### src/rtl/venda_pkg.sv
// venda_pkg: shared types and constants for the vending transaction controller.
//   estado_t  : controller state encoding
//   UN_*      : coin values in 25-centavo units
//   PRECO     : price table indexed by product code, 0 = product unavailable
package venda_pkg;

   typedef enum logic [1:0] {
      IDLE,
      CREDIT,
      DISPENSE,
      CHANGE
   } estado_t;

   localparam logic [2:0] UN_CENT25 = 3'd1;
   localparam logic [2:0] UN_CENT50 = 3'd2;
   localparam logic [2:0] UN_REAL1  = 3'd4;

   localparam logic [4:0] PRECO [0:15] = '{
      5'd2,  5'd3,  5'd4,  5'd5,  5'd6,  5'd7,  5'd8,  5'd9,
      5'd10, 5'd11, 5'd12, 5'd13, 5'd14, 5'd15, 5'd0,  5'd0
   };

endpackage

### src/rtl/controle_venda_if.sv
// controle_venda_if: keypad/coin side bundle of the vending controller.
//   inputs to controller : codigoProduto, codigo_valido, cent25, cent50, real1, cancelar
//   outputs of controller: credito, liberar, produto_liberado, troco,
//                          moeda_rejeitada, saldo_insuficiente, ocupado
//   modport slave  : the controller
//   modport master : the upstream driver / observer
interface controle_venda_if #(parameter int CREDIT_W = 5);

   logic [3:0]          codigoProduto;
   logic                codigo_valido;
   logic                cent25;
   logic                cent50;
   logic                real1;
   logic                cancelar;
   logic [CREDIT_W-1:0] credito;
   logic                liberar;
   logic [3:0]          produto_liberado;
   logic                troco;
   logic                moeda_rejeitada;
   logic                saldo_insuficiente;
   logic                ocupado;

   modport slave (
      input  codigoProduto, codigo_valido, cent25, cent50, real1, cancelar,
      output credito, liberar, produto_liberado, troco, moeda_rejeitada,
             saldo_insuficiente, ocupado
   );

   modport master (
      output codigoProduto, codigo_valido, cent25, cent50, real1, cancelar,
      input  credito, liberar, produto_liberado, troco, moeda_rejeitada,
             saldo_insuficiente, ocupado
   );

endinterface

### src/rtl/controle_venda.sv
// controle_venda: vending transaction controller (credit, price check, dispense, change).
//   clk   : system clock
//   reset : synchronous active-high reset, clears state and every output
//   bus   : controle_venda_if.slave carrying code/coin/cancel inputs and all
//           registered outputs (credito, liberar, produto_liberado, troco,
//           moeda_rejeitada, saldo_insuficiente, ocupado)
module controle_venda
   import venda_pkg::*;
#(
   parameter int CREDIT_W        = 5,
   parameter int MAX_CREDIT      = 16,
   parameter int DISPENSE_CYCLES = 4
) (
   input  logic             clk,
   input  logic             reset,
   controle_venda_if.slave  bus
);

   localparam int TW = $clog2(DISPENSE_CYCLES + 1);

   estado_t             estado;
   logic [TW-1:0]       timer;
   logic [2:0]          valor;
   logic                coin_any;
   logic                coin_extra;
   logic                aberto;
   logic                coin_ok;
   logic                compra_ok;
   logic [CREDIT_W:0]   soma;
   logic [CREDIT_W:0]   preco;

   // Highest coin wins; any lower coin in the same cycle is refused.
   assign valor      = bus.real1  ? UN_REAL1  :
                       bus.cent50 ? UN_CENT50 :
                       bus.cent25 ? UN_CENT25 : 3'd0;
   assign coin_any   = bus.real1 | bus.cent50 | bus.cent25;
   assign coin_extra = (bus.real1 & (bus.cent50 | bus.cent25)) | (bus.cent50 & bus.cent25);
   assign aberto     = (estado == IDLE) || (estado == CREDIT);
   assign soma       = {1'b0, bus.credito} + (CREDIT_W+1)'(valor);
   assign preco      = (CREDIT_W+1)'(PRECO[bus.codigoProduto]);
   // A coin arriving with a code or cancel is always refused.
   assign coin_ok    = aberto & coin_any & ~bus.codigo_valido & ~bus.cancelar &
                       (soma <= (CREDIT_W+1)'(MAX_CREDIT));
   assign compra_ok  = (estado == CREDIT) & bus.codigo_valido & ~bus.cancelar &
                       (preco != '0) & ({1'b0, bus.credito} >= preco);

   always_ff @(posedge clk) begin
      if (reset) begin
         estado                 <= IDLE;
         timer                  <= '0;
         bus.credito            <= '0;
         bus.liberar            <= 1'b0;
         bus.produto_liberado   <= '0;
         bus.troco              <= 1'b0;
         bus.moeda_rejeitada    <= 1'b0;
         bus.saldo_insuficiente <= 1'b0;
         bus.ocupado            <= 1'b0;
      end else begin
         bus.moeda_rejeitada    <= coin_any & (~coin_ok | coin_extra);
         bus.saldo_insuficiente <= aberto & bus.codigo_valido & ~bus.cancelar & ~compra_ok;
         case (estado)
            IDLE, CREDIT: begin
               if (estado == CREDIT && bus.cancelar) begin
                  // First change pulse goes out in the cycle right after cancel.
                  estado      <= CHANGE;
                  bus.troco   <= 1'b1;
                  bus.credito <= bus.credito - 1'b1;
                  bus.ocupado <= 1'b1;
               end else if (compra_ok) begin
                  estado               <= DISPENSE;
                  bus.credito          <= bus.credito - CREDIT_W'(preco);
                  bus.produto_liberado <= bus.codigoProduto;
                  bus.liberar          <= 1'b1;
                  bus.ocupado          <= 1'b1;
                  timer                <= TW'(DISPENSE_CYCLES - 1);
               end else if (coin_ok) begin
                  estado      <= CREDIT;
                  bus.credito <= soma[CREDIT_W-1:0];
               end
            end
            DISPENSE: begin
               if (timer != '0) begin
                  timer <= timer - 1'b1;
               end else begin
                  bus.liberar <= 1'b0;
                  if (bus.credito != '0) begin
                     estado      <= CHANGE;
                     bus.troco   <= 1'b1;
                     bus.credito <= bus.credito - 1'b1;
                  end else begin
                     estado      <= IDLE;
                     bus.ocupado <= 1'b0;
                  end
               end
            end
            CHANGE: begin
               // troco doubles as the high/low toggle; credit drops with each high cycle.
               if (bus.troco) begin
                  bus.troco <= 1'b0;
                  if (bus.credito == '0) begin
                     estado      <= IDLE;
                     bus.ocupado <= 1'b0;
                  end
               end else begin
                  bus.troco   <= 1'b1;
                  bus.credito <= bus.credito - 1'b1;
               end
            end
            default: estado <= IDLE;
         endcase
      end
   end

endmodule

### src/flat_wrapper.sv
// flat-port wrapper written by rule: the top's interface ports become plain ports
module controle_venda_flat import venda_pkg::*;
#(
   parameter int CREDIT_W        = 5,
   parameter int MAX_CREDIT      = 16,
   parameter int DISPENSE_CYCLES = 4
)
  (clk, reset, bus_codigoProduto, bus_codigo_valido, bus_cent25, bus_cent50, bus_real1, bus_cancelar, bus_credito, bus_liberar, bus_produto_liberado, bus_troco, bus_moeda_rejeitada, bus_saldo_insuficiente, bus_ocupado);
  controle_venda_if #(.CREDIT_W(CREDIT_W)) bus_i ();
  input  logic clk;
  input  logic reset;
  input wire logic [$bits(bus_i.codigoProduto)-1:0] bus_codigoProduto;
  input wire logic [$bits(bus_i.codigo_valido)-1:0] bus_codigo_valido;
  input wire logic [$bits(bus_i.cent25)-1:0] bus_cent25;
  input wire logic [$bits(bus_i.cent50)-1:0] bus_cent50;
  input wire logic [$bits(bus_i.real1)-1:0] bus_real1;
  input wire logic [$bits(bus_i.cancelar)-1:0] bus_cancelar;
  output wire logic [$bits(bus_i.credito)-1:0] bus_credito;
  output wire logic [$bits(bus_i.liberar)-1:0] bus_liberar;
  output wire logic [$bits(bus_i.produto_liberado)-1:0] bus_produto_liberado;
  output wire logic [$bits(bus_i.troco)-1:0] bus_troco;
  output wire logic [$bits(bus_i.moeda_rejeitada)-1:0] bus_moeda_rejeitada;
  output wire logic [$bits(bus_i.saldo_insuficiente)-1:0] bus_saldo_insuficiente;
  output wire logic [$bits(bus_i.ocupado)-1:0] bus_ocupado;
  assign bus_i.codigoProduto = bus_codigoProduto;
  assign bus_i.codigo_valido = bus_codigo_valido;
  assign bus_i.cent25 = bus_cent25;
  assign bus_i.cent50 = bus_cent50;
  assign bus_i.real1 = bus_real1;
  assign bus_i.cancelar = bus_cancelar;
  assign bus_credito = bus_i.credito;
  assign bus_liberar = bus_i.liberar;
  assign bus_produto_liberado = bus_i.produto_liberado;
  assign bus_troco = bus_i.troco;
  assign bus_moeda_rejeitada = bus_i.moeda_rejeitada;
  assign bus_saldo_insuficiente = bus_i.saldo_insuficiente;
  assign bus_ocupado = bus_i.ocupado;
  controle_venda #(.CREDIT_W(CREDIT_W), .MAX_CREDIT(MAX_CREDIT), .DISPENSE_CYCLES(DISPENSE_CYCLES)) u_core (.clk(clk), .reset(reset), .bus(bus_i));
endmodule
### config.mk
export PLATFORM = sky130hd
export DESIGN_NAME = controle_venda_flat
export DESIGN_NICKNAME = d
export VERILOG_FILES = /design/src/rtl/venda_pkg.sv /design/src/rtl/controle_venda_if.sv /design/src/rtl/controle_venda.sv /design/src/flat_wrapper.sv
export SDC_FILE = /design/constraint.sdc
export NUM_CORES = 1
export LEC_CHECK = 0
export BUFFER_PORTS_ARGS = -buffer_cell sky130_fd_sc_hd__clkbuf_2
export CORE_MARGIN = 4
export CORE_UTILIZATION = 60
export CTS_BUF_LIST = sky130_fd_sc_hd__clkbuf_4 sky130_fd_sc_hd__clkbuf_8
export DETAILED_ROUTE_END_ITERATION = 7
export GPL_ROUTABILITY_DRIVEN = 0
export GPL_TIMING_DRIVEN = 0
export PLACE_DENSITY = 0.86
export SYNTH_ARGS = -nofsm -noshare
export SYNTH_HDL_FRONTEND = slang
export SYNTH_SLANG_ARGS = --single-unit
export TNS_END_PERCENT = 50
### constraint.sdc
create_clock -name clk -period 3.6 [get_ports clk]
set_input_delay 0.36 -clock clk [delete_from_list [all_inputs] [get_ports clk]]
set_output_delay 0.36 -clock clk [all_outputs]
set_load 0.1 [all_outputs]
# ---- Word-level counts from Yosys, hierarchy flattened
# Memories as Yosys holds them, arrays and structs flattened.
# Index checks and enable logic that the tools add are counted.
dict set report totals {
  latch_bits 0
  rom_bits 80
  register_bits 19
  mem_count 1
  mem_bits_rw 0
  elab_cells 112
  inputBits 11
  out_inout_bits 14
}
dict set report classes {
  multipliers 0
  n_bitwise 25
  n_reduce_logical 16
  mux 39
  order_cmp 3
  n_eq_ne 15
  div 0
  add_sub_neg 4
  shift 0
}
# memory depth word_bits read_ports rd_ports_with_merged_regs wr line
set memory_table {}
lappend memory_table {{(no name shown)} 16 5 1 0 0 controle_venda.sv:40} ;# assign preco = (CREDIT_W+1)'(PRECO[bus.codigoProduto]);
# op count
set op_table {}
lappend op_table {{$mux 5} 8}
lappend op_table {{$reduce_and 4->1} 4}
lappend op_table {{$mux 3} 5}
lappend op_table {{$pmux 5 s3} 1}
lappend op_table {{$and 1x1->1} 14}
lappend op_table {{$mux 2} 7}
lappend op_table {{$mux 1} 13}
lappend op_table {{$ne 2x1->1 const B} 6}
lappend op_table {{$ne 2x2->1 const B} 4}
lappend op_table {{$add 5x3->6} 1}
lappend op_table {{$le 6x5->1 const B} 1}
lappend op_table {{$pmux 1 s3} 2}
lappend op_table {{$pmux 2 s3} 1}
lappend op_table {{$pmux 3 s2} 1}
lappend op_table {{$reduce_and 3->1} 2}
lappend op_table {{$reduce_bool 6->1} 1}
lappend op_table {{$ge 5x5->1} 1}
lappend op_table {{$ge 5x5->1 const B} 1}
lappend op_table {{$logic_not 5->1} 1}
lappend op_table {{$not 1->1} 5}
lappend op_table {{$not 4->5} 1}
lappend op_table {{$or 1x1->1} 5}
lappend op_table {{$reduce_and 5->1} 1}
lappend op_table {{$reduce_bool 5->1} 1}
lappend op_table {{14 further kinds} 15}

# ---- Logic depth before layout (Yosys ltp)
dict set report logic_depth {
  ltp_word 10
  depth_mapped 10
}

# ---- Worst setup path after synthesis
# Ideal clock, no wire load.
dict set report synth_path {
  path_kind {register to register}
  from {register u_core.bus.credito[0]}
  to {register u_core.bus.credito[3]}
  t_required_ps 3481
  synth_period_minus_slack_ps 2937
  t_arrival_ps 2819
  setup_slack_ps 663
  stages_incl_launch_ff 7
  path_buffers 0
  path_cell_list {dfxtp_1 ha_1 fa_1 o41ai_2 a211oi_2 or2_4 o221a_1}
}
dict set report synth_between {
  elab_chain_cells 5
  elab_cells_between_ends 18
  cone_classes {add/sub (3); order compare (2); eq/ne (2); mux (7); bitwise (2); reduce/logical (2)}
}
# item line
set synth_lines {}
lappend synth_lines {{from (decl)} controle_venda_if.sv:25} ;# output credito, liberar, produto_liberado, troco, moeda_rejeitada,
lappend synth_lines {{from (signal assigned)} controle_venda.sv:67} ;# bus.credito <= bus.credito - 1'b1;
lappend synth_lines {{from (signal assigned)} controle_venda.sv:71} ;# bus.credito <= bus.credito - CREDIT_W'(preco);
lappend synth_lines {{from (signal assigned)} controle_venda.sv:78} ;# bus.credito <= soma[CREDIT_W-1:0];
lappend synth_lines {{$add 5x3->6 or $ge 5x5->1 (tied branches)} {controle_venda.sv:39, controle_venda.sv:45}}
lappend synth_lines {{$le 6x5->1, or another cell as far along} controle_venda.sv:43} ;# (soma <= (CREDIT_W+1)'(MAX_CREDIT));
lappend synth_lines {{$and 1x1->1 or $mux 5 (tied branches)} {controle_venda.sv:42, controle_venda.sv:69}}
lappend synth_lines {{$ne 4x1->1 (no source line) or $mux 5 (tied branches)} -}
lappend synth_lines {{$reduce_and 4->1 (no source line) or $pmux 5 s3 (tied branches)} -}
# Parallel ways exist; a longest one is shown, timed or not. The select of a mux whose other input is x is not followed.
# A chain may end at the register's enable or synchronous reset.

# ---- Final worst setup path
# Same ends and word-level chain as after synthesis.

==> metrics <==
post-route minimum period roughly 2.7 ns; final worst-path cycle share 73.64%; origin of the worst setup path u_core.bus.credito[0]$_SDFFE_PP0P_; Final Setup Violations 0; total global-route track usage roughly a quarter; Max rail drop VDD just over 0.7 mV; Syn Area/Cell a little over 8 µm²; Hold Crit Class in2reg; Setup TNS Final 0 ns; DRT iter0 DRCs a little over 60; IO buf count 24; pre-CTS WS just under 0.8 ns; run status finished, final reports clean; Clock Tree Buf Depth 2; GR Overflow Total 0; Hold Crit Start bus_codigo_valido; drt via density around 6.4; largest net degree at the start of global routing 12; CTS Hold Bufs 0; EDFF count, synth 0; post-cts resize count 0; # H-tree levels 1; first-pass GRT wire length ~6300 µm; Seq/Total Area, Yosys 25.23%; Pwr Density 922.1 mW/mm²; number of routed nets with antenna violations 0; Leak Pwr 0.7287 nW; Clk Latency, worst-skew pair between 0.3 and 0.4 ns; CORE AREA ~0.0023 mm²; Total Wirelength ~3700 µm; WL per Instance 15.37 µm; Via Count between 1500 and 2000; Cells after Synth between 150 and 200; Synth async-reset ratio 0%; CP Capture Type register; top cell type's share of synthesized area 25.23%; # IOs 25; final hold viol count 0; count of cell types in the netlist between 50 and 60; largest fanout on the critical path 6; initial antenna violation count 0; critical path arrival roughly 2.9 ns; layout cells sized above 1 a little over a fifth; drt pass-1 iters 4; CP Launch Type register; unrepaired setup endpoints after global routing no; final HPWL from detailed placement 2903 µm; Syn Std Cell Area about 0.0015 mm²; Nets roughly 240; worst r2r src u_core.bus.credito[0]$_SDFFE_PP0P_; Die W 58.13 µm; CTS tree done; die height 58.13 µm; Synth area leader dfxtp_1; CP Class reg2reg; CTS Sinks 19; DRC 0; ys flop type dfxtp_1; CTS buffer count 3; Layout area overhead 12.12%; Cell Rows 17; clock root buffer clkbuf_4; Slew HR between 60% and 70%; full die area roughly 0.0034 mm²; Seq cells post-synth 19; ranking of synthesized cells by area dfxtp_1 25%, ha_1 9.1%, nand2_1 5.0%; Initial Utilization approximately two thirds; clock skew about 0.0019 ns; Ys Warns 0; CP Data Required Time 3.86 ns; number of diodes 0; Post-CTS Setup Bufs 0; post-synthesis net count ~210; clk slew on worst S/H paths 0.12 ns; Max-Cap Viols 0; number of global-route vias before repair about 1500; final setup margin roughly 0.95 ns; Slew @ Worst Pin 0.5431 ns; final slew viol count 0; upper clock frequency limit 377.2 MHz; PnR Total Power roughly 1.6 mW
==> cell usage in the layout, fill, tap and decap left out, types with 2 or more instances in the layout <==
| master | n |
|---|---|
| nor4_1 | 3 |
| a21oi_1 | 12 |
| a311oi_1 | 2 |
| and2_1 | 2 |
| fa_1 | 2 |
| nor3_1 | 12 |
| xor2_1 | 2 |
| o31ai_1 | 3 |
| dfxtp_1 | 19 |
| a211oi_1 | 6 |
| or3_1 | 2 |
| o21ai_0 | 2 |
| inv_1 | 12 |
| clkbuf_4 | 3 |
| a221o_1 | 2 |
| clkbuf_2 | 24 |
| o21a_1 | 3 |
| clkbuf_1 | 4 |
| buf_2 | 4 |
| o2bb2ai_1 | 2 |
| xnor2_1 | 3 |
| nor2_1 | 13 |
| a31oi_1 | 3 |
| or2_2 | 2 |
| a21o_1 | 3 |
| nand2b_1 | 7 |
| ha_1 | 11 |
| a211oi_2 | 2 |
| nand2_1 | 20 |
| nor2b_1 | 4 |
==> synth_stat cells (4+ instances only) <==
cell      number
nand2_1       20
nor3_1        12
inv_1         12
buf_2          4
nand2b_1       7
nor2_1        13
nor2b_1        4
a211oi_1       6
dfxtp_1       19
ha_1          11
a21oi_1       12
clkbuf_1       4
==> metal layers <==
metal / up-vias / share of wire [%] / GRT usage [%]
met1: 706 / 39 / 27.86
met2: 75 / 49 / 41.29
met4: 0 / 2.8 / 12.25
li1: 738 / - / -
met3: 14 / 8.5 / 4.677
met5: - / 0 / 0
==> final cells by class <==
type	instances	area, µm²
Buffer	9	38.79
Clock buffer	3	22.52
Clock inverter	1	5.005
Fill cell	181	606.8
Inverter	12	45.04
Multi-Input combinational cell	145	1044
Sequential cell	19	380.4
Tap cell	28	35.03
Timing Repair Buffer	24	120.1
==> per-stage QoR <==
stage | cell area [µm²] | hold WS (ns) | util [%] | instances
2_1_floorplan | 1508 | 0.4475 | - | 185
3_3_place_gp | 1663 | 0.4419 | 72.39 | 237
3_5_place_dp | 1663 | 0.4578 | 72.39 | 237
4_1_cts | 1690 | 0.2728 | 73.58 | 241
5_1_grt | 1690 | 0.3165 | 73.58 | 241
6_report | 1690 | 0.2727 | 73.58 | 241
==> worst max-delay path, cell delays in order (launching register included) <==
cell and delay (ns):
dfxtp_1 0.37, ha_1 0.26, fa_1 0.45, and2_1 0.19
o221ai_1 0.28, o41ai_2 0.17, a211oi_2 0.45, or2_4 0.24
o221a_1 0.19
==> where the power goes <==
group          switching, mW  internal [mW]  total, mW
logic                  0.748          0.365       1.11
clock network         0.0732         0.0416      0.115
registers             0.0691          0.262      0.331
==> state kept, by name (all words and copies together) (netlist names) <==
| signal | cells |
|---|---|
| u_core.bus.saldo_insuficiente | 1 |
| u_core.bus.ocupado | 1 |
| u_core.bus.produto_liberado | 4 |
| u_core.bus.liberar | 1 |
| u_core.bus.credito | 5 |
| u_core.timer | 3 |
| u_core.bus.moeda_rejeitada | 1 |
| u_core.bus.troco | 1 |
| u_core.estado | 2 |
==> final timing paths <==
check,endpoint,slack [ns],cells past startpoint
worst max-delay path,u_core.bus.credito[3]$_SDFFE_PP0P_,0.95,8
worst min-delay path,u_core.bus.saldo_insuficiente$_SDFF_PP0_,0.27,3
worst max register to register,u_core.bus.credito[3]$_SDFFE_PP0P_,0.95,8
worst min register to register,u_core.bus.produto_liberado[0]$_SDFFE_PP0P_,0.47,2
==> cell families (layout without fill, tap and decap cells) <==
family          after synthesis  count (layout)  share of synthesized area, %
flops                        19              19                         25.23
fa+ha+maj                    13              13                         11.78
mux                           1               1                        0.6639
xor+xnor                      5               5                         2.905
compound gates               52              52                         28.63
buf+inv                      21              49                         5.559
simple gates                 74              74                         25.23
No activity file was read; power rests on OpenSTA's default activity.
